### src/rtl/invaders_grid.sv
// invaders_grid: ROWS x COLS invader formation that marches, descends at the edges,
// speeds up with level, resolves bullet hits and reports cleared / landed outcomes.
// All outputs are registered (one-clock update). Optional macro: INVADERS_SPEEDUP_EN.
module invaders_grid #(
  parameter int COLS       = 20,
  parameter int ROWS       = 2,
  parameter int LINE_W     = 4,
  parameter int LAND_LINE  = 13,
  parameter int BASE_TICKS = 3600000,
  parameter int XW         = $clog2(COLS)
) (
  input  logic                   clk_36MHz,
  input  logic                   reset,
  input  logic                   start,
  input  logic [2:0]             level,
  input  logic                   bullet_valid,
  input  logic [XW-1:0]          bullet_x,
  input  logic [LINE_W-1:0]      bullet_y,
  output logic [ROWS*COLS-1:0]   alive,
  output logic [LINE_W-1:0]      invaders_line,
  output logic                   direction,
  output logic                   hit,
  output logic                   running,
  output logic                   cleared,
  output logic                   landed
);

  localparam int N  = ROWS * COLS;
  localparam int IW = $clog2(N);
  localparam int CW = $clog2(BASE_TICKS + 1);

  // One-hot so each status output is a plain flop bit.
  typedef enum logic [3:0] {
    S_IDLE    = 4'b0001,
    S_RUN     = 4'b0010,
    S_CLEARED = 4'b0100,
    S_LANDED  = 4'b1000
  } state_t;

  function automatic logic [N-1:0] init_mask();
    logic [N-1:0] m;
    for (int i = 0; i < N; i++) m[i] = (((i % COLS) % 2) == 0);
    return m;
  endfunction

  localparam logic [N-1:0] INIT_MASK = init_mask();

  state_t            state_q, state_d;
  logic [N-1:0]      alive_q, alive_d;
  logic [LINE_W-1:0] line_q, line_d;
  logic              dir_q, dir_d;
  logic              hit_q, hit_d;
  logic [2:0]        level_q, level_d;
  logic [CW-1:0]     cnt_q, cnt_d;

  logic [CW-1:0]     period;
  logic              step_now;
  logic              hit_found;
  logic [IW-1:0]     hit_idx;
  logic [IW-1:0]     cand_idx;
  logic [N-1:0]      surv;
  logic              edge_r, edge_l;
  int                top_row;

`ifdef INVADERS_SPEEDUP_EN
  logic fast_q, fast_d;

  function automatic int popcount(input logic [N-1:0] m);
    int n;
    n = 0;
    for (int i = 0; i < N; i++) n = n + int'(m[i]);
    return n;
  endfunction
`endif

  // Step period from the latched level (and the thinned-out speedup when enabled).
  always_comb begin
    period = CW'(BASE_TICKS >> level_q);
    if (period == '0) period = CW'(1);
`ifdef INVADERS_SPEEDUP_EN
    if (fast_q) begin
      period = period >> 1;
      if (period == '0) period = CW'(1);
    end
`endif
  end

  // ">=" rather than "==" so a period shrink past the current count steps at once.
  assign step_now = (state_q == S_RUN) && (cnt_q >= period - CW'(1));

  // Find the first row whose line matches the bullet and whose target column is alive.
  always_comb begin
    hit_found = 1'b0;
    hit_idx   = '0;
    cand_idx  = '0;
    if (bullet_valid && ({1'b0, bullet_x} < (XW+1)'(COLS))) begin
      for (int r = 0; r < ROWS; r++) begin
        cand_idx = IW'(r * COLS) + IW'(bullet_x);
        if (!hit_found && (bullet_y == line_q + LINE_W'(r)) && alive_q[cand_idx]) begin
          hit_found = 1'b1;
          hit_idx   = cand_idx;
        end
      end
    end
  end

  // Next state: wave load, hit removal, march step, then cleared / landed evaluation.
  always_comb begin
    state_d = state_q;
    alive_d = alive_q;
    line_d  = line_q;
    dir_d   = dir_q;
    hit_d   = 1'b0;
    level_d = level_q;
    cnt_d   = cnt_q;
    surv    = alive_q;
    edge_r  = 1'b0;
    edge_l  = 1'b0;
    top_row = 0;
`ifdef INVADERS_SPEEDUP_EN
    fast_d  = fast_q;
`endif
    case (state_q)
      S_RUN: begin
        // Hit is resolved against pre-step positions; the survivors are then stepped.
        hit_d = hit_found;
        if (hit_found) surv[hit_idx] = 1'b0;
        for (int r = 0; r < ROWS; r++) begin
          edge_r = edge_r | surv[r*COLS + COLS - 1];
          edge_l = edge_l | surv[r*COLS];
        end
        alive_d = surv;
        if (step_now) begin
          cnt_d = '0;
`ifdef INVADERS_SPEEDUP_EN
          fast_d = (popcount(surv) <= (N / 4));
`endif
          // Whole-vector shifts are safe: the edge column that would spill into the
          // neighbouring row is known to be empty whenever a shift happens.
          if (dir_q) begin
            if (edge_r) begin
              line_d = line_q + LINE_W'(1);
              dir_d  = 1'b0;
            end else begin
              alive_d = surv << 1;
            end
          end else begin
            if (edge_l) begin
              line_d = line_q + LINE_W'(1);
              dir_d  = 1'b1;
            end else begin
              alive_d = surv >> 1;
            end
          end
        end else begin
          cnt_d = cnt_q + CW'(1);
        end
        for (int r = 0; r < ROWS; r++) begin
          if (|alive_d[r*COLS +: COLS]) top_row = r;
        end
        if (alive_d == '0) begin
          state_d = S_CLEARED;
        end else if ((int'(line_d) + top_row) >= LAND_LINE) begin
          state_d = S_LANDED;
        end
      end
      default: begin
        // IDLE, CLEARED and LANDED hold everything frozen until the next start.
        if (start) begin
          state_d = S_RUN;
          alive_d = INIT_MASK;
          line_d  = '0;
          dir_d   = 1'b1;
          cnt_d   = '0;
          level_d = level;
`ifdef INVADERS_SPEEDUP_EN
          fast_d  = 1'b0;
`endif
        end
      end
    endcase
  end

  // State and datapath registers.
  always_ff @(posedge clk_36MHz or posedge reset) begin
    if (reset) begin
      state_q <= S_IDLE;
      alive_q <= '0;
      line_q  <= '0;
      dir_q   <= 1'b1;
      hit_q   <= 1'b0;
      level_q <= '0;
      cnt_q   <= '0;
    end else begin
      state_q <= state_d;
      alive_q <= alive_d;
      line_q  <= line_d;
      dir_q   <= dir_d;
      hit_q   <= hit_d;
      level_q <= level_d;
      cnt_q   <= cnt_d;
    end
  end

`ifdef INVADERS_SPEEDUP_EN
  // Speedup flag, refreshed only at counter wraps.
  always_ff @(posedge clk_36MHz or posedge reset) begin
    if (reset) fast_q <= 1'b0;
    else       fast_q <= fast_d;
  end
`endif

  assign alive         = alive_q;
  assign invaders_line = line_q;
  assign direction     = dir_q;
  assign hit           = hit_q;
  assign running       = state_q[1];
  assign cleared       = state_q[2];
  assign landed        = state_q[3];

endmodule

### config.mk
export PLATFORM = sky130hd
export DESIGN_NAME = invaders_grid
export DESIGN_NICKNAME = d
export VERILOG_FILES = /design/src/rtl/invaders_grid.sv
export SDC_FILE = /design/constraint.sdc
export NUM_CORES = 1
export LEC_CHECK = 0
export BUFFER_PORTS_ARGS = -buffer_cell sky130_fd_sc_hd__buf_4
export CAP_MARGIN = 10
export CORE_MARGIN = 5
export CORE_UTILIZATION = 55
export CTS_BUF_LIST = sky130_fd_sc_hd__clkbuf_16
export CTS_CLUSTER_SIZE = 28
export DETAILED_ROUTE_END_ITERATION = 16
export HOLD_SLACK_MARGIN = 0.1
export PLACE_DENSITY = 0.75
export SLEW_MARGIN = 10
export SYNTH_ARGS = -nofsm -noshare
export SYNTH_HDL_FRONTEND = slang
export SYNTH_SLANG_ARGS = --single-unit
### constraint.sdc
create_clock -name clk_36MHz -period 15.2 [get_ports clk_36MHz]
set_input_delay 2.28 -clock clk_36MHz [delete_from_list [all_inputs] [get_ports clk_36MHz]]
set_output_delay 2.28 -clock clk_36MHz [all_outputs]
set_load 0.005 [all_outputs]
# Word-level counts from Yosys, hierarchy flattened
# Index checks and enable logic that the tools add are counted.
[word_totals] ff_bits=75 input_bits=16 out_inout_bits=49 wordCells=90
[op_classes] eq_ne=5 magnitude_cmp=7 addsub=5 bitwise=5 n_reduce_logical=14 n_mux=46 shift=1
[op_table] operator="$mux 40" count=9
[op_table] operator="$mux 22" count=4
[op_table] operator="$mux 4" count=11
[op_table] operator="$and 40x40->40" count=1
[op_table] operator="$logic_not 40->1" count=1
[op_table] operator="$not 40->40" count=1
[op_table] operator="$add 5x32->32" count=1
[op_table] operator="$ge 32x5->1 const B" count=1
[op_table] operator="$mux 32" count=1
[op_table] operator="$add 22x1->22 const B" count=1
[op_table] operator="$ge 22x22->1" count=1
[op_table] operator="$logic_not 22->1" count=1
[op_table] operator="$shr 22x3->22 const A" count=1
[op_table] operator="$sub 22x1->22 const B" count=1
[op_table] operator="$reduce_or 20->1" count=1
[op_table] operator="$mux 1" count=15
[op_table] operator="$lt 6x7->1 const B" count=2
[op_table] operator="$mux 6" count=2
[op_table] operator="$eq 4x4->1" count=2
[op_table] operator="$lt 5x7->1 const B" count=1
[op_table] operator="$add 5x5->6 const A" count=1
[op_table] operator="$bmux 1 s6" count=1
[op_table] operator="$demux 1 s6" count=1
[op_table] operator="$ge 6x1->1 const B" count=1
[op_table] operator="13 further kinds" count=21

# Depth between registers and ports, before layout
# Gate-level depths: netlist (run 1).
[depth] ltp_word=31 ltp_mapped=33 depth_no_buf=30

# Least setup slack after synthesis (run 1)
# OpenSTA, ideal clock, no wires.
[synth_path] kind="input-to-reg" start="input bullet_x[0]" end="register state_q[1]" cell_stages=24 n_path_buf=4 required_ns=15.135 t_arrival_ns=6.961 setup_ns=0.065 path_slack_ns=8.174 path_cell_list="buf_6 buf_12 mux2i_1 mux4_2 a221o_1 a311oi_2 o21ai_2 or3_1 buf_2 o21a_1 buf_6 nor3_2 a211oi_1 or4_1 nor4_2 nand4_2 ha_1 ha_1 nand2b_1 nand2b_1 mux2i_1 o31ai_1 o21ai_0 o21ba_1"
[synth_via] elab_chain_cells=30 word_cells_on_any_way=49 cone_classes="2 x add/sub; 4 x order compare; 1 x eq/ne; 29 x mux; 4 x bitwise; 9 x reduce/logical"
[synth_lines] element="start, declared" line="17" text="input logic [XW-1:0] bullet_x,"
[synth_lines] element="branches (longest 16 deep; another with $lt 6x7->1)"
[synth_lines] element="$mux 40 (*)" line="127" text="if (hit_found) surv[hit_idx] = 1'b0;"
[synth_lines] element="$mux 40 (*)" line="123" text="case (state_q)"
[synth_lines] element="$or 1x1->1, on equally long branches" line="130, 129"
[synth_lines] element="$mux 40, on equally long branches" line="148, 141"
[synth_lines] element="$mux 40" line="140" text="if (dir_q) begin"
[synth_lines] element="$mux 40" line="133" text="if (step_now) begin"
[synth_lines] element="$mux 40" line="123"
[synth_lines] element="$reduce_or 20->1" line="159" text="if (|alive_d[r*COLS +: COLS]) top_row = r;"
[synth_lines] element="$mux 1" line="159"
[synth_lines] element="$mux 32" line="123"
[synth_lines] element="$add 5x32->32" line="163" text="end else if ((int'(line_d) + top_row) >= LAND_LINE) begin"
[synth_lines] element="$ge 32x5->1" line="163"
[synth_lines] element="$ne 3x1->1 (no source line)"
[synth_lines] element="$reduce_and 2->1 (no source line)"
[synth_lines] element="end signal, assigned" line="195" text="state_q <= state_d;"
[synth_lines] element="end, declared" line="48" text="state_t state_q, state_d;"
# Every way passes the cells marked *. The select of a mux whose other input is x is not followed.
# A chain may end at the register's enable or synchronous reset.

# Final worst setup path (run 1)
# Same ends and word-level chain as after synthesis.

==> results.txt, run 1 <==
The number of buffers created by CTS is 9. Counting flops with a built-in enable in the synthesized netlist gives 0. The met2 track demand over resource came out at 51.2%. The leading cell type by number of instances after synthesis is sky130_fd_sc_hd__o21ai_0. The clock passes through at most 2 buffers. Along the worst path, the maximum fanout reaches 28. The total clock sinks came out at 75. The number of distinct library cells after synthesis came out at 86. sky130_fd_sc_hd__dfrtp_1 takes more of the synthesized area than any other cell. The floorplan has 40 rows. Entering global routing, the biggest net connects between 70 and 80 pins. The worst voltage drop across the vdd grid came out at 0.108 mV. The worst clock skew is approximately 0.0084 ns. The most used flip-flop cell after synthesis is sky130_fd_sc_hd__dfrtp_1. In the global route stage, met3 resource usage came out at 7.39%. The flow ran to the end, and the final reports show no timing, DRC or antenna violations. The wire length of the first global-routing pass came out at about 38000 um. The final count of hold timing violations is 0.

The setup path with the least slack is of type input pin to flop. Buffers inserted to repair hold after CTS numbered 0. The top cell type by area accounts for approximately 27% of the synthesized area. The number of synthesized register bits is 75. The share of synthesized registers carrying an async set or reset is 100%. Global routing used between 30% and 40% of the available tracks across all layers. The transition time at the pin with the least slew margin came out at 1.04 ns. For this run, global-route usage on met1 was measured as 46.4%. The analysis attributes to cell leakage a power of 3.04 nW. The starting density of the core is 56.1%. The final RePlAce weighted congestion is just under 1. Max-cap violations in this run came to 0. Setup repair after global routing left no endpoint under its margin. The filler cells instantiated in the layout total ~1100.

The worst slack after detailed placement came out at 6.94 ns. Averaged over all synthesized cells, the footprint is 8.11 um2. The routed layout has about 7200 vias. The fraction of the yosys area taken by sequential cells came out at 27.9%. The mapped cell area is 6740 um2. The total number of H-tree levels is 3. The total wire length came out at 24300 um. The area of the die is around 15000 um2. By area the synthesized netlist is led by sky130_fd_sc_hd__dfrtp_1 (27%), sky130_fd_sc_hd__o21ai_0 (7.6%), sky130_fd_sc_hd__ha_1 (6.3%), sky130_fd_sc_hd__nand3_1 (4.6%), sky130_fd_sc_hd__nand2_1 (3.5%).

The count of unresolved DRC violations after routing is 0. The initial antenna violation count came to 0. The number of DRC markers in iteration 0 came out at 1232. The number of max-slew violations in the final report came to 0. The required arrival time at the worst endpoint is around 15 ns. The placed wire-length estimate came out at around 18000 um.

The worst setup path is captured at a flop. The clock period minus final worst setup slack came out at between 8 and 9 ns. The I/O pin count is 65. The placed instance count came out at 994. After clock tree synthesis, the setup repair step added 0 buffers. The core area came out at 12000 um2.

The number of antenna diodes in the final layout is 0. The layer flagged by global routing as most heavily used is met2. The number of vias per cell is between 7 and 8. The average wire per standard cell is roughly 24 um.

The yosys synthesis warning count is 0. The count of nets left with antenna violations once routing finished came out at 0. The top achievable clock speed came out at 0.123 GHz.

The final critical path takes up a little over half of the cycle. The net count of the finished layout is 908. The latest clock arrival within the worst-skew pair is ~0.34 ns. The finished layout holds 1010 standard cells, fillers aside. Post-CTS repair changed the size of 0 cells. Measured along the y axis, the die boundary spans 121 um. The total design power is 0.00154 W. The post-synth net total is 882.

The worst setup slack after layout came out at ~7.1 ns. The number of global-route vias before repair is 6874. After synthesis, the most frequently instantiated cells are sky130_fd_sc_hd__o21ai_0 (102), sky130_fd_sc_hd__dfrtp_1 (73), sky130_fd_sc_hd__nand2_1 (62), sky130_fd_sc_hd__nand3_1 (62), sky130_fd_sc_hd__nor2_1 (47). The minimum hold slack is 0.516 ns.

The TritonCTS clock tree is yes. The ratio of cells with drive above 1 in the final layout is about 16%. The data arrival time of the worst path is 8.38 ns.

The post-synthesis to final-layout area growth is 11.4%. The post-synthesis instance total is between 800 and 900. The root buffer cell chosen for the clock tree is sky130_fd_sc_hd__clkbuf_16. The horizontal die dimension is 121 um. In this run the tool buffered the top-level ports with 64 buffer cells. The path class of the tightest hold or removal check is flop to flop. The first detailed-routing pass took 7 iterations.

The CTS clock-pin slew for the worst setup and hold paths is 0.06 ns. The number of setup violations in the final report came out at 0. Measured against its own limit, the worst slew margin works out to 29.7%. The ratio of total power to cell area is 205 nW/um2.

The overflow left after global routing came out at 0. The kind of launch point of the worst setup path is an input pin. The final total negative setup slack came out at 0 ns.
==> state kept, by name (all words and copies together), names as in the netlist <==
signal and count:
cnt_q 22, alive 40, direction 1, invaders_line 4, hit 1, level_q 3, state_q 4
==> metal layers <==
layer  vias up  share of wire [%]
met4         0                3.8
met5         -                  0
met3        78                 11
met2       478                 44
li1       3234                  -
met1      3456                 41
==> worst max-delay path: stages <==
cell and delay, ns:
sky130_fd_sc_hd__buf_4 0.33, sky130_fd_sc_hd__mux2i_1 0.19, sky130_fd_sc_hd__mux4_2 0.49, sky130_fd_sc_hd__a221o_1 0.41, sky130_fd_sc_hd__a311oi_2 0.42, sky130_fd_sc_hd__nand3_1 0.28, sky130_fd_sc_hd__nand2_1 0.38, sky130_fd_sc_hd__o31a_2 0.43
sky130_fd_sc_hd__o22ai_1 0.28, sky130_fd_sc_hd__buf_4 0.27, sky130_fd_sc_hd__o211ai_1 0.26, sky130_fd_sc_hd__nand4_1 0.21, sky130_fd_sc_hd__nor4_2 0.39, sky130_fd_sc_hd__nand4_2 0.20, sky130_fd_sc_hd__ha_1 0.27, sky130_fd_sc_hd__ha_1 0.23
sky130_fd_sc_hd__nand2b_1 0.20, sky130_fd_sc_hd__nand2b_1 0.09, sky130_fd_sc_hd__mux2i_1 0.07, sky130_fd_sc_hd__o31ai_1 0.31, sky130_fd_sc_hd__o21ai_0 0.13, sky130_fd_sc_hd__o21ba_1 0.22
==> layout make-up <==
type / instances / area [um2] / area share [%]
timing repair buffer: 74 / 556 / 7.39
multi-input combinational: 681 / 4540 / 60.4
clock buffer: 9 / 225 / 3.00
tap: 147 / 184 / 2.45
inverter: 17 / 63.8 / 0.849
sequential: 75 / 1880 / 25.0
clock inverter: 7 / 68.8 / 0.916
==> through the flow <==
stage | util (%) | instance area [um2]
after floorplan | - | 6740
after global placement | 60.1 | 7220
after detailed placement | 60.1 | 7220
after CTS | 62.6 | 7510
after global routing | 62.6 | 7510
final | 62.6 | 7510
==> placed cells by master, fill, tap and decap left out, types with 12 or more instances in the layout <==
| cell | netlist | final |
|---|---|---|
| sky130_fd_sc_hd__o21ai_0 | 102 | 102 |
| sky130_fd_sc_hd__buf_4 | 1 | 74 |
| sky130_fd_sc_hd__dfrtp_1 | 73 | 73 |
| sky130_fd_sc_hd__nand2_1 | 62 | 62 |
| sky130_fd_sc_hd__nand3_1 | 62 | 62 |
| sky130_fd_sc_hd__nor2_1 | 47 | 47 |
| sky130_fd_sc_hd__ha_1 | 34 | 34 |
| sky130_fd_sc_hd__a21oi_1 | 26 | 26 |
| sky130_fd_sc_hd__nor3_1 | 23 | 23 |
| sky130_fd_sc_hd__and3_1 | 20 | 20 |
| sky130_fd_sc_hd__o31ai_1 | 19 | 19 |
| sky130_fd_sc_hd__o211ai_1 | 18 | 18 |
| sky130_fd_sc_hd__mux2_2 | 17 | 17 |
| sky130_fd_sc_hd__inv_1 | 17 | 16 |
| sky130_fd_sc_hd__o22ai_1 | 15 | 15 |
| sky130_fd_sc_hd__nand2b_1 | 14 | 14 |
| sky130_fd_sc_hd__nand3b_1 | 13 | 13 |
| sky130_fd_sc_hd__a31oi_1 | 12 | 12 |
==> power breakdown <==
group,leakage (nW),switching [W],internal (W)
clock,0.143,0.0000887,0.000127
combinational,1.97,0.000532,0.000363
sequential,0.932,0.000147,0.000283
total,3.04,0.000767,0.000772
==> path summary, 6_finish.rpt <==
kind	slack, ns	startpoint	cells after the start	to
max	7.10	bullet_x[0]	22	state_q[1]$_DFFE_PP0P_
min	0.52	state_q[0]$_DFFE_PP1P_	1	state_q[0]$_DFFE_PP1P_
max reg2reg	7.50	level_q[1]$_DFFE_PP0P_	31	state_q[1]$_DFFE_PP0P_
min reg2reg	0.52	state_q[0]$_DFFE_PP1P_	1	state_q[0]$_DFFE_PP1P_
max in group asynchronous	12.29	reset	3	alive[31]$_DFFE_PP0P_
min in group asynchronous	2.23	reset	3	alive[23]$_DFFE_PP0P_
==> cells by family after synthesis <==
| group | after synthesis | synth area share, % |
|---|---|---|
| buffers and inverters | 76 | 4.95 |
| XOR/XNOR | 22 | 2.86 |
| AND/OR/NAND/NOR | 295 | 22.6 |
| flip-flops | 75 | 27.9 |
| AO/OA/AOI/OAI | 298 | 29.8 |
| adder cells (fa/ha/maj) | 34 | 6.31 |
| multiplexers | 32 | 5.64 |
No activity file was read; power rests on OpenSTA's default activity.
==> run 2, diff against run 1 <==
Settings changed: ABC_AREA from default to 1, PLACE_DENSITY 0.75 to 0.78.
Clock period 15.2 ns to 6.5 ns, I/O delays scaled along.
==> run 2 against run 1 <==
Synthesized cell count increased by 23%; critical path depth increased by 13; combinational power decreased by 21%; critical endpoint unchanged; register-to-register slack got worse by 6.9 ns; critical path type is now flop to flop; setup slack got worse by 6.5 ns; via count decreased by 3.0%; clock skew decreased by 0.0014 ns; sequential cell count unchanged; die area decreased by 2.0%.
==> results.txt, run 2 <==
The share of synthesized registers carrying an async set or reset came to 100% (unchanged). The number of vias per cell came out at 5.71 (was 7.17). The number of synthesized register bits came to 75 (unchanged). The final RePlAce weighted congestion came to 1.02 (was 0.983). The total clock sinks is 75 (unchanged). Result of the run: finished clean (unchanged). The starting density of the core was 55.6% (was 56.1%). The number of flip-flops in the largest register came out at 40 (unchanged).

The number of synthesized flops with an enable pin came out at 0 (unchanged). The most numerous cell type found on the critical path is sky130_fd_sc_hd__nand2_1. The post-synthesis to final-layout area growth is 12.8% (was 11.4%).

The number of max-cap violations came out at 0 (unchanged). The number of routed nets with antenna violations came out at 0 (unchanged). The wire length of the first global-routing pass came to 31800 um (was 38400 um). The slowest cell on the critical path is sky130_fd_sc_hd__dfrtp_1 (was sky130_fd_sc_hd__mux4_2). The total number of placement rows is 40 (unchanged). The number of antenna cells inserted was 0 (unchanged).

The post-synthesis instance total is 1027 (was 832). The top achievable clock speed came out at 0.168 GHz. The post-synth net total came out at 1077 (was 882). The transition time at the pin with the least slew margin came out at 0.985 ns (was 1.04 ns).

The area of the die is 14300 um2 (was 14600 um2). The overall fraction of global-route tracks in use is 27.5% (was 33.4%). The total number of nets in the final design came out at 1129 (was 908).

The yosys synthesis warning count is 0 (unchanged). The required arrival time at the worst endpoint is 6.78 ns (was 15.48 ns). Top cell types by occurrence after synthesis: sky130_fd_sc_hd__nand2_1 (268), sky130_fd_sc_hd__inv_1 (142), sky130_fd_sc_hd__nor2_1 (129) (was sky130_fd_sc_hd__o21ai_0 (102), sky130_fd_sc_hd__dfrtp_1 (73), sky130_fd_sc_hd__nand2_1 (62), sky130_fd_sc_hd__nand3_1 (62), sky130_fd_sc_hd__nor2_1 (47)).

The gate family responsible for the most delay along the worst path is simple AND/OR/NAND/NOR gates (was compound AO/OA/AOI/OAI gates). The total design power came out at 0.00168 W (was 0.00154 W). The horizontal die dimension is 120 um (was 121 um). The fraction of the yosys area taken by sequential cells came out at 28.5% (was 27.9%). The I/O pin count is 65 (unchanged).

The overflow left after global routing was 0 (unchanged). The mapped cell area came out at 6600 um2 (was 6740 um2). The worst voltage drop across the vdd grid is 0.221 mV (was 0.108 mV). The clock root buffer is sky130_fd_sc_hd__clkbuf_16 (unchanged). The total leakage power came to 3.80 nW (was 3.04 nW).

The critical path's largest stage delay is 0.45 ns (was 0.49 ns). The number of setup violations in the final report came out at 0 (unchanged). The cell depth of the worst flop-to-flop path is 35 (was 31). The per-instance average area after synthesis was 6.42 um2 (was 8.11 um2). The predominant post-synthesis flop cell is sky130_fd_sc_hd__dfrtp_1 (unchanged).

The leading cell type by number of instances after synthesis is sky130_fd_sc_hd__nand2_1 (was sky130_fd_sc_hd__o21ai_0). Highest-count cells in the layout ignoring fill and taps: sky130_fd_sc_hd__nand2_1 (268), sky130_fd_sc_hd__inv_1 (143), sky130_fd_sc_hd__nor2_1 (127), sky130_fd_sc_hd__nand3_1 (82), sky130_fd_sc_hd__buf_4 (74) (was sky130_fd_sc_hd__o21ai_0 (102), sky130_fd_sc_hd__buf_4 (74), sky130_fd_sc_hd__dfrtp_1 (73), sky130_fd_sc_hd__nand2_1 (62), sky130_fd_sc_hd__nand3_1 (62)). The top cell type's share of synthesized area was 27.7% (was 27.1%). The average wire per standard cell came out at 16.0 um (was 24.1 um).

The count of unresolved DRC violations after routing was 0 (unchanged). The maximum number of pins on one net before global-route repair is 76 (unchanged). The CTS clock-pin slew for the worst setup and hold paths is 0.06 ns (about the same). The count of TritonRoute iterations in the first routing pass came to 7 (unchanged).

The latest clock arrival within the worst-skew pair is 0.35 ns (was 0.34 ns). The total number of H-tree levels is 3 (unchanged). RSZ-0062 raised after global routing: no (unchanged). The sort of element at the end of the critical path was a flop (unchanged). The ratio of cells with drive above 1 in the final layout came out at 12.6% (was 16.0%).

The number of buffers created by CTS is 9 (unchanged). The initial antenna violation count is 0 (unchanged). The biggest fanout along the worst timing path came out at 14 (was 28). The normalized max-slew margin came to 34.3% (was 29.7%).

The kind of launch point of the worst setup path is a flop (was input pin). The final count of hold timing violations is 0 (unchanged). The critical setup path kind was flop to flop (was input pin to flop). The ratio of total power to cell area came out at 225 nW/um2 (was 205 nW/um2). The launching instance or port of the critical path is level_q[1]$_DFFE_PP0P_ (was bullet_x[0]). The total wire length is 19700 um (was 24300 um). The worst min-delay path class was flop to flop (unchanged). The data arrival time of the worst path is 6.23 ns (was 8.38 ns). The number of global-route vias before repair is 6455 (was 6874).

The number of distinct library cells after synthesis is 52 (was 86). The flop-to-flop setup slack came out at 0.55 ns (was 7.50 ns). The floorplan die height came out at 120 um (was 121 um). The total of buffers placed on input and output ports came to 64 (unchanged). The endpoint of the lowest-slack register-to-register path is state_q[1]$_DFFE_PP0P_ (unchanged).

The capture point of the critical path is state_q[1]$_DFFE_PP0P_ (unchanged). The core area is 11900 um2 (was 12000 um2). The dominant cell type by area after synthesis is sky130_fd_sc_hd__dfrtp_1 (unchanged). The number of max-slew violations in the final report is 0 (unchanged). The number of DRC markers in iteration 0 is 653 (was 1232). The placed wire-length estimate was 14400 um (was 17900 um). The minimum hold slack is 0.465 ns (was 0.516 ns).

The buffers plus inverters on the worst setup path was 3 (was 2). The number of logic stages on the critical path including buffering came out at 35 (was 22). Leading post-synthesis cells by cell area: sky130_fd_sc_hd__dfrtp_1 (28%), sky130_fd_sc_hd__nand2_1 (15%), sky130_fd_sc_hd__inv_1 (8.1%), sky130_fd_sc_hd__nor2_1 (7.3%), sky130_fd_sc_hd__ha_1 (6.4%) (was sky130_fd_sc_hd__dfrtp_1 (27%), sky130_fd_sc_hd__o21ai_0 (7.6%), sky130_fd_sc_hd__ha_1 (6.3%), sky130_fd_sc_hd__nand3_1 (4.6%), sky130_fd_sc_hd__nand2_1 (3.5%)).

The via count is 7032 (was 7246). The clock period minus final worst setup slack came out at 5.95 ns. Of the available clock period, the critical path in the final layout requires 91.5%. The TritonCTS clock tree is yes (unchanged).

The worst clock skew was 0.00706 ns (was 0.00842 ns). The final total negative setup slack is 0 ns (unchanged). The worst reg2reg path startpoint is level_q[1]$_DFFE_PP0P_ (unchanged). The most common library cell in the layout ignoring fill and taps is sky130_fd_sc_hd__nand2_1 (was sky130_fd_sc_hd__o21ai_0). The buffer depth of the longest clock path came out at 2 (unchanged).
run 2: cell families (layout without fill, tap and decap cells):
family                   Yosys count  after routing  synth area share, %
XOR/XNOR                          20             20                 2.77
AO/OA/AOI/OAI                    162            162                 14.0
buffers and inverters            182            238                 11.3
AND/OR/NAND/NOR                  554            555                 37.0
flip-flops                        75             75                 28.5
adder cells (fa/ha/maj)           34             34                 6.45
run 2: routing by layer:
metal	up-vias	track usage (%)	share of wire, %
met5	-	0	0
met4	0	13.0	3.8
met3	65	5.47	8.4
met2	328	45.5	47
met1	3209	34.6	41
li1	3430	-	-
run 2: tightest hold or removal path, stage by stage (launching register included):
cell                      delay (ns)
sky130_fd_sc_hd__dfstp_2        0.36
sky130_fd_sc_hd__inv_1          0.06
sky130_fd_sc_hd__a21oi_1        0.04
run 2: cell type report:
cell class	instances	area, um2
Fill cell	1132	4420
Timing Repair Buffer	74	556
Clock buffer	9	225
Multi-Input combinational cell	771	4010
Inverter	148	561
Tap cell	147	184
Sequential cell	75	1880
Clock inverter	7	31.3
run 2: how the worst min path moves through the flow:
stage                                      start                endpoint  slack (ns)  depth (start not counted)
final                     state_q[0]$_DFFE_PP1P_  state_q[0]$_DFFE_PP1P_        0.46                          2
after global routing      state_q[0]$_DFFE_PP1P_  state_q[0]$_DFFE_PP1P_        0.48                          2
after CTS                 state_q[0]$_DFFE_PP1P_  state_q[0]$_DFFE_PP1P_        0.47                          2
after detailed placement  state_q[0]$_DFFE_PP1P_  state_q[0]$_DFFE_PP1P_        0.46                          2
after global placement    state_q[0]$_DFFE_PP1P_  state_q[0]$_DFFE_PP1P_        0.45                          2
after floorplan           state_q[0]$_DFFE_PP1P_  state_q[0]$_DFFE_PP1P_        0.43                          2
run 2: through the flow:
step | instance area (um2) | worst slack, ns | utilization [%] | std cells
floorplan | 6600 | 1.23 | - | 1027
global placement | 7150 | 0.576 | 60.3 | 1214
detailed placement | 7150 | 0.519 | 60.3 | 1214
CTS | 7410 | 0.487 | 62.4 | 1230
global route | 7440 | 0.00991 | 62.7 | 1231
finish | 7440 | 0.553 | 62.7 | 1231
run 2: repair_timing:
action | in CTS | in global routing
hold buffers | 0 | 0
gates resized for setup | 0 | 5
buffers inserted | 0 | 0
endpoints found under the hold margin | 0 | 0
endpoints found under the setup margin | 0 | 4
run 2: where the power goes:
group,total [W],internal (W),switching (W)
clock,0.000446,0.000251,0.000195
combinational,0.000704,0.000225,0.000479
sequential,0.000528,0.000494,0.0000336
==> run 3, diff against run 2 <==
Settings changed: PLACE_DENSITY 0.78 to 0.89.
==> run 3 against run 2 <==
First-iteration DRC count grew 6.3%; critical path depth rose by 1; sequential power is essentially flat; die area is the same; combinational power hardly changed; global-route usage fell by 0.38 points; clock-buffer cell count is the same; clock skew grew 0.0061 ns; non-clock buffer count stayed put; worst hold slack got worse by 0.011 ns; setup slack worse by 0.091 ns; register-to-register slack lost 0.09 ns; largest power group unchanged.
==> results.txt, run 3 (synthesis results as in run 2) <==
Result of the run: finished clean (unchanged). The slowest cell on the critical path is sky130_fd_sc_hd__dfrtp_1 (unchanged). The initial antenna violation count came to 0 (unchanged). The most common library cell in the layout ignoring fill and taps was sky130_fd_sc_hd__nand2_1 (unchanged). RSZ-0062 raised after global routing: no (unchanged).

The required arrival time at the worst endpoint came out at 6.78 ns (about the same). The filler cell count came out at 1080 (was 1132). The ratio of total power to cell area is 231 nW/um2 (was 225 nW/um2). The TritonCTS clock tree is yes (unchanged). The design area was 7450 um2 (was 7440 um2). The post-synthesis to final-layout area growth is 13.0% (was 12.8%). The overall fraction of global-route tracks in use is 27.2% (was 27.5%). The number of vias per cell is 5.77 (was 5.71). The count of unresolved DRC violations after routing is 0 (unchanged).

The clock root buffer is sky130_fd_sc_hd__clkbuf_16 (unchanged). The number of global-route vias before repair came out at 6567 (was 6455). The count of TritonRoute iterations in the first routing pass came out at 9 (was 7).

The latest clock arrival within the worst-skew pair came out at 0.35 ns (about the same). The sort of element at the end of the critical path was a flop (unchanged). The overflow left after global routing is 0 (unchanged). The average wire per standard cell is 15.9 um (was 16.0 um). The total wire length is 19500 um (was 19700 um).

The buffer depth of the longest clock path is 2 (unchanged). The core area came out at 11900 um2 (unchanged). The total clock sinks is 75 (unchanged).

The via count came out at 7103 (was 7032). The worst min-delay path class was flop to flop (unchanged). The number of DRC markers in iteration 0 is 694 (was 653).

The flop-to-flop setup slack is 0.46 ns (was 0.55 ns). The cell occurring most often along the worst timing path was sky130_fd_sc_hd__nand2_1 (unchanged). The final total negative setup slack came out at 0 ns (unchanged). The fraction of the cycle the final worst path needs is 92.9% (was 91.5%). The starting density of the core is 55.6% (unchanged).

The number of buffers inserted to repair setup after CTS was 0 (unchanged). The worst clock skew came to 0.0131 ns (was 0.00706 ns). The ratio of cells with drive above 1 in the final layout is 12.5% (was 12.6%).

The post-cts sizing count came to 0 (unchanged). The kind of launch point of the worst setup path is a flop (unchanged). The floorplan die height came out at 120 um (unchanged).

The placed wire-length estimate is 14200 um (was 14400 um). The wire length of the first global-routing pass is 31600 um (was 31800 um). The number of flip-flops in the largest register came to 40 (unchanged). The total number of nets in the final design is 1129 (unchanged). The number of max-slew violations in the final report is 0 (unchanged). The total number of H-tree levels came out at 3 (unchanged). The critical path's largest stage delay came out at 0.44 ns (was 0.45 ns). The worst voltage drop across the vdd grid came out at 0.287 mV (was 0.221 mV).

The biggest fanout along the worst timing path came out at 18 (was 14). The area of the die was 14300 um2 (unchanged). The total number of placement rows was 40 (unchanged). The clock period minus final worst setup slack is 6.04 ns (was 5.95 ns).

The total leakage power came to 3.82 nW (was 3.80 nW). The number of antenna cells inserted came out at 0 (unchanged). The top achievable clock speed was 0.166 GHz (was 0.168 GHz).

The horizontal die dimension came out at 120 um (unchanged). The critical setup path kind is flop to flop (unchanged). The post-detailed-placement cell area came out at 7150 um2 (unchanged). The number of buffers added to fix hold violations after cts came out at 0 (unchanged). The I/O pin count is 65 (unchanged). The gate family responsible for the most delay along the worst path is simple AND/OR/NAND/NOR gates (unchanged).

The number of max-cap violations is 0 (unchanged). The normalized max-slew margin came out at 34.7% (was 34.3%). The final RePlAce weighted congestion is 1.04 (was 1.02). The total of buffers placed on input and output ports came out at 64 (unchanged).

The number of setup violations in the final report came to 0 (unchanged). The buffers plus inverters on the worst setup path came out at 3 (unchanged). The transition time at the pin with the least slew margin was 0.979 ns (was 0.985 ns). The CTS clock-pin slew for the worst setup and hold paths was 0.06 ns (about the same). The number of routed nets with antenna violations was 0 (unchanged). The data arrival time of the worst path is 6.32 ns (was 6.23 ns).

The maximum number of pins on one net before global-route repair is 76 (unchanged). Highest-count cells in the layout ignoring fill and taps: sky130_fd_sc_hd__nand2_1 (268), sky130_fd_sc_hd__inv_1 (144), sky130_fd_sc_hd__nor2_1 (127), sky130_fd_sc_hd__nand3_1 (82), sky130_fd_sc_hd__buf_4 (74) (was sky130_fd_sc_hd__nand2_1 (268), sky130_fd_sc_hd__inv_1 (143), sky130_fd_sc_hd__nor2_1 (127), sky130_fd_sc_hd__nand3_1 (82), sky130_fd_sc_hd__buf_4 (74)). The final count of hold timing violations came out at 0 (unchanged). The number of buffers created by CTS came to 9 (unchanged).
## run 3: stage by stage
stage / setup slack [ns] / total power, W / std cells / util (%) / hold WS (ns)
after floorplan: 1.23 / 0.00105 / 1027 / - / 0.426
after global placement: 0.696 / 0.00121 / 1214 / 60.3 / 0.451
after detailed placement: 0.541 / 0.00123 / 1214 / 60.3 / 0.447
after CTS: 0.475 / 0.00172 / 1230 / 62.6 / 0.458
after global routing: 0.0243 / 0.00184 / 1231 / 62.8 / 0.484
final: 0.462 / 0.00172 / 1231 / 62.8 / 0.454
## run 3: layout make-up
class	instances	area (um2)	area share [%]
Clock buffer	9	225	3.02
Clock inverter	7	55.1	0.739
Inverter	148	557	7.47
Multi-Input combinational cell	771	4000	53.6
Sequential cell	75	1880	25.2
Tap cell	147	184	2.47
Timing Repair Buffer	74	556	7.45
## run 3: power by group
part	switching, W	internal (W)	total [W]
clock network	0.000196	0.000290	0.000486
registers	0.0000326	0.000494	0.000527
logic	0.000481	0.000225	0.000706
## run 3: worst min-delay path: cells and delay by family (launching register included)
| family | cells | cell delay [ns] |
|---|---|---|
| compound gates | 1 | 0.04 |
| buf+inv | 1 | 0.06 |
| flops | 1 | 0.35 |
## run 3: worst paths after layout
kind	startpoint	endpoint	cells after the start
max	level_q[1]$_DFFE_PP0P_	state_q[2]$_DFFE_PP0P_	36
min	state_q[0]$_DFFE_PP1P_	state_q[0]$_DFFE_PP1P_	2
max reg2reg	level_q[1]$_DFFE_PP0P_	state_q[2]$_DFFE_PP0P_	36
min reg2reg	state_q[0]$_DFFE_PP1P_	state_q[0]$_DFFE_PP1P_	2
max in group asynchronous	reset	invaders_line[1]$_DFFE_PP0P_	3
min in group asynchronous	reset	alive[4]$_DFFE_PP0P_	3
## run 3: routing by layer
metal  wire length, um  up-vias  track usage (%)
li1                  -     3448                -
met1              7680     3194             33.8
met2              9180      386             44.8
met3              1790       75             5.70
met4               871        0             13.5
met5                 0        -                0
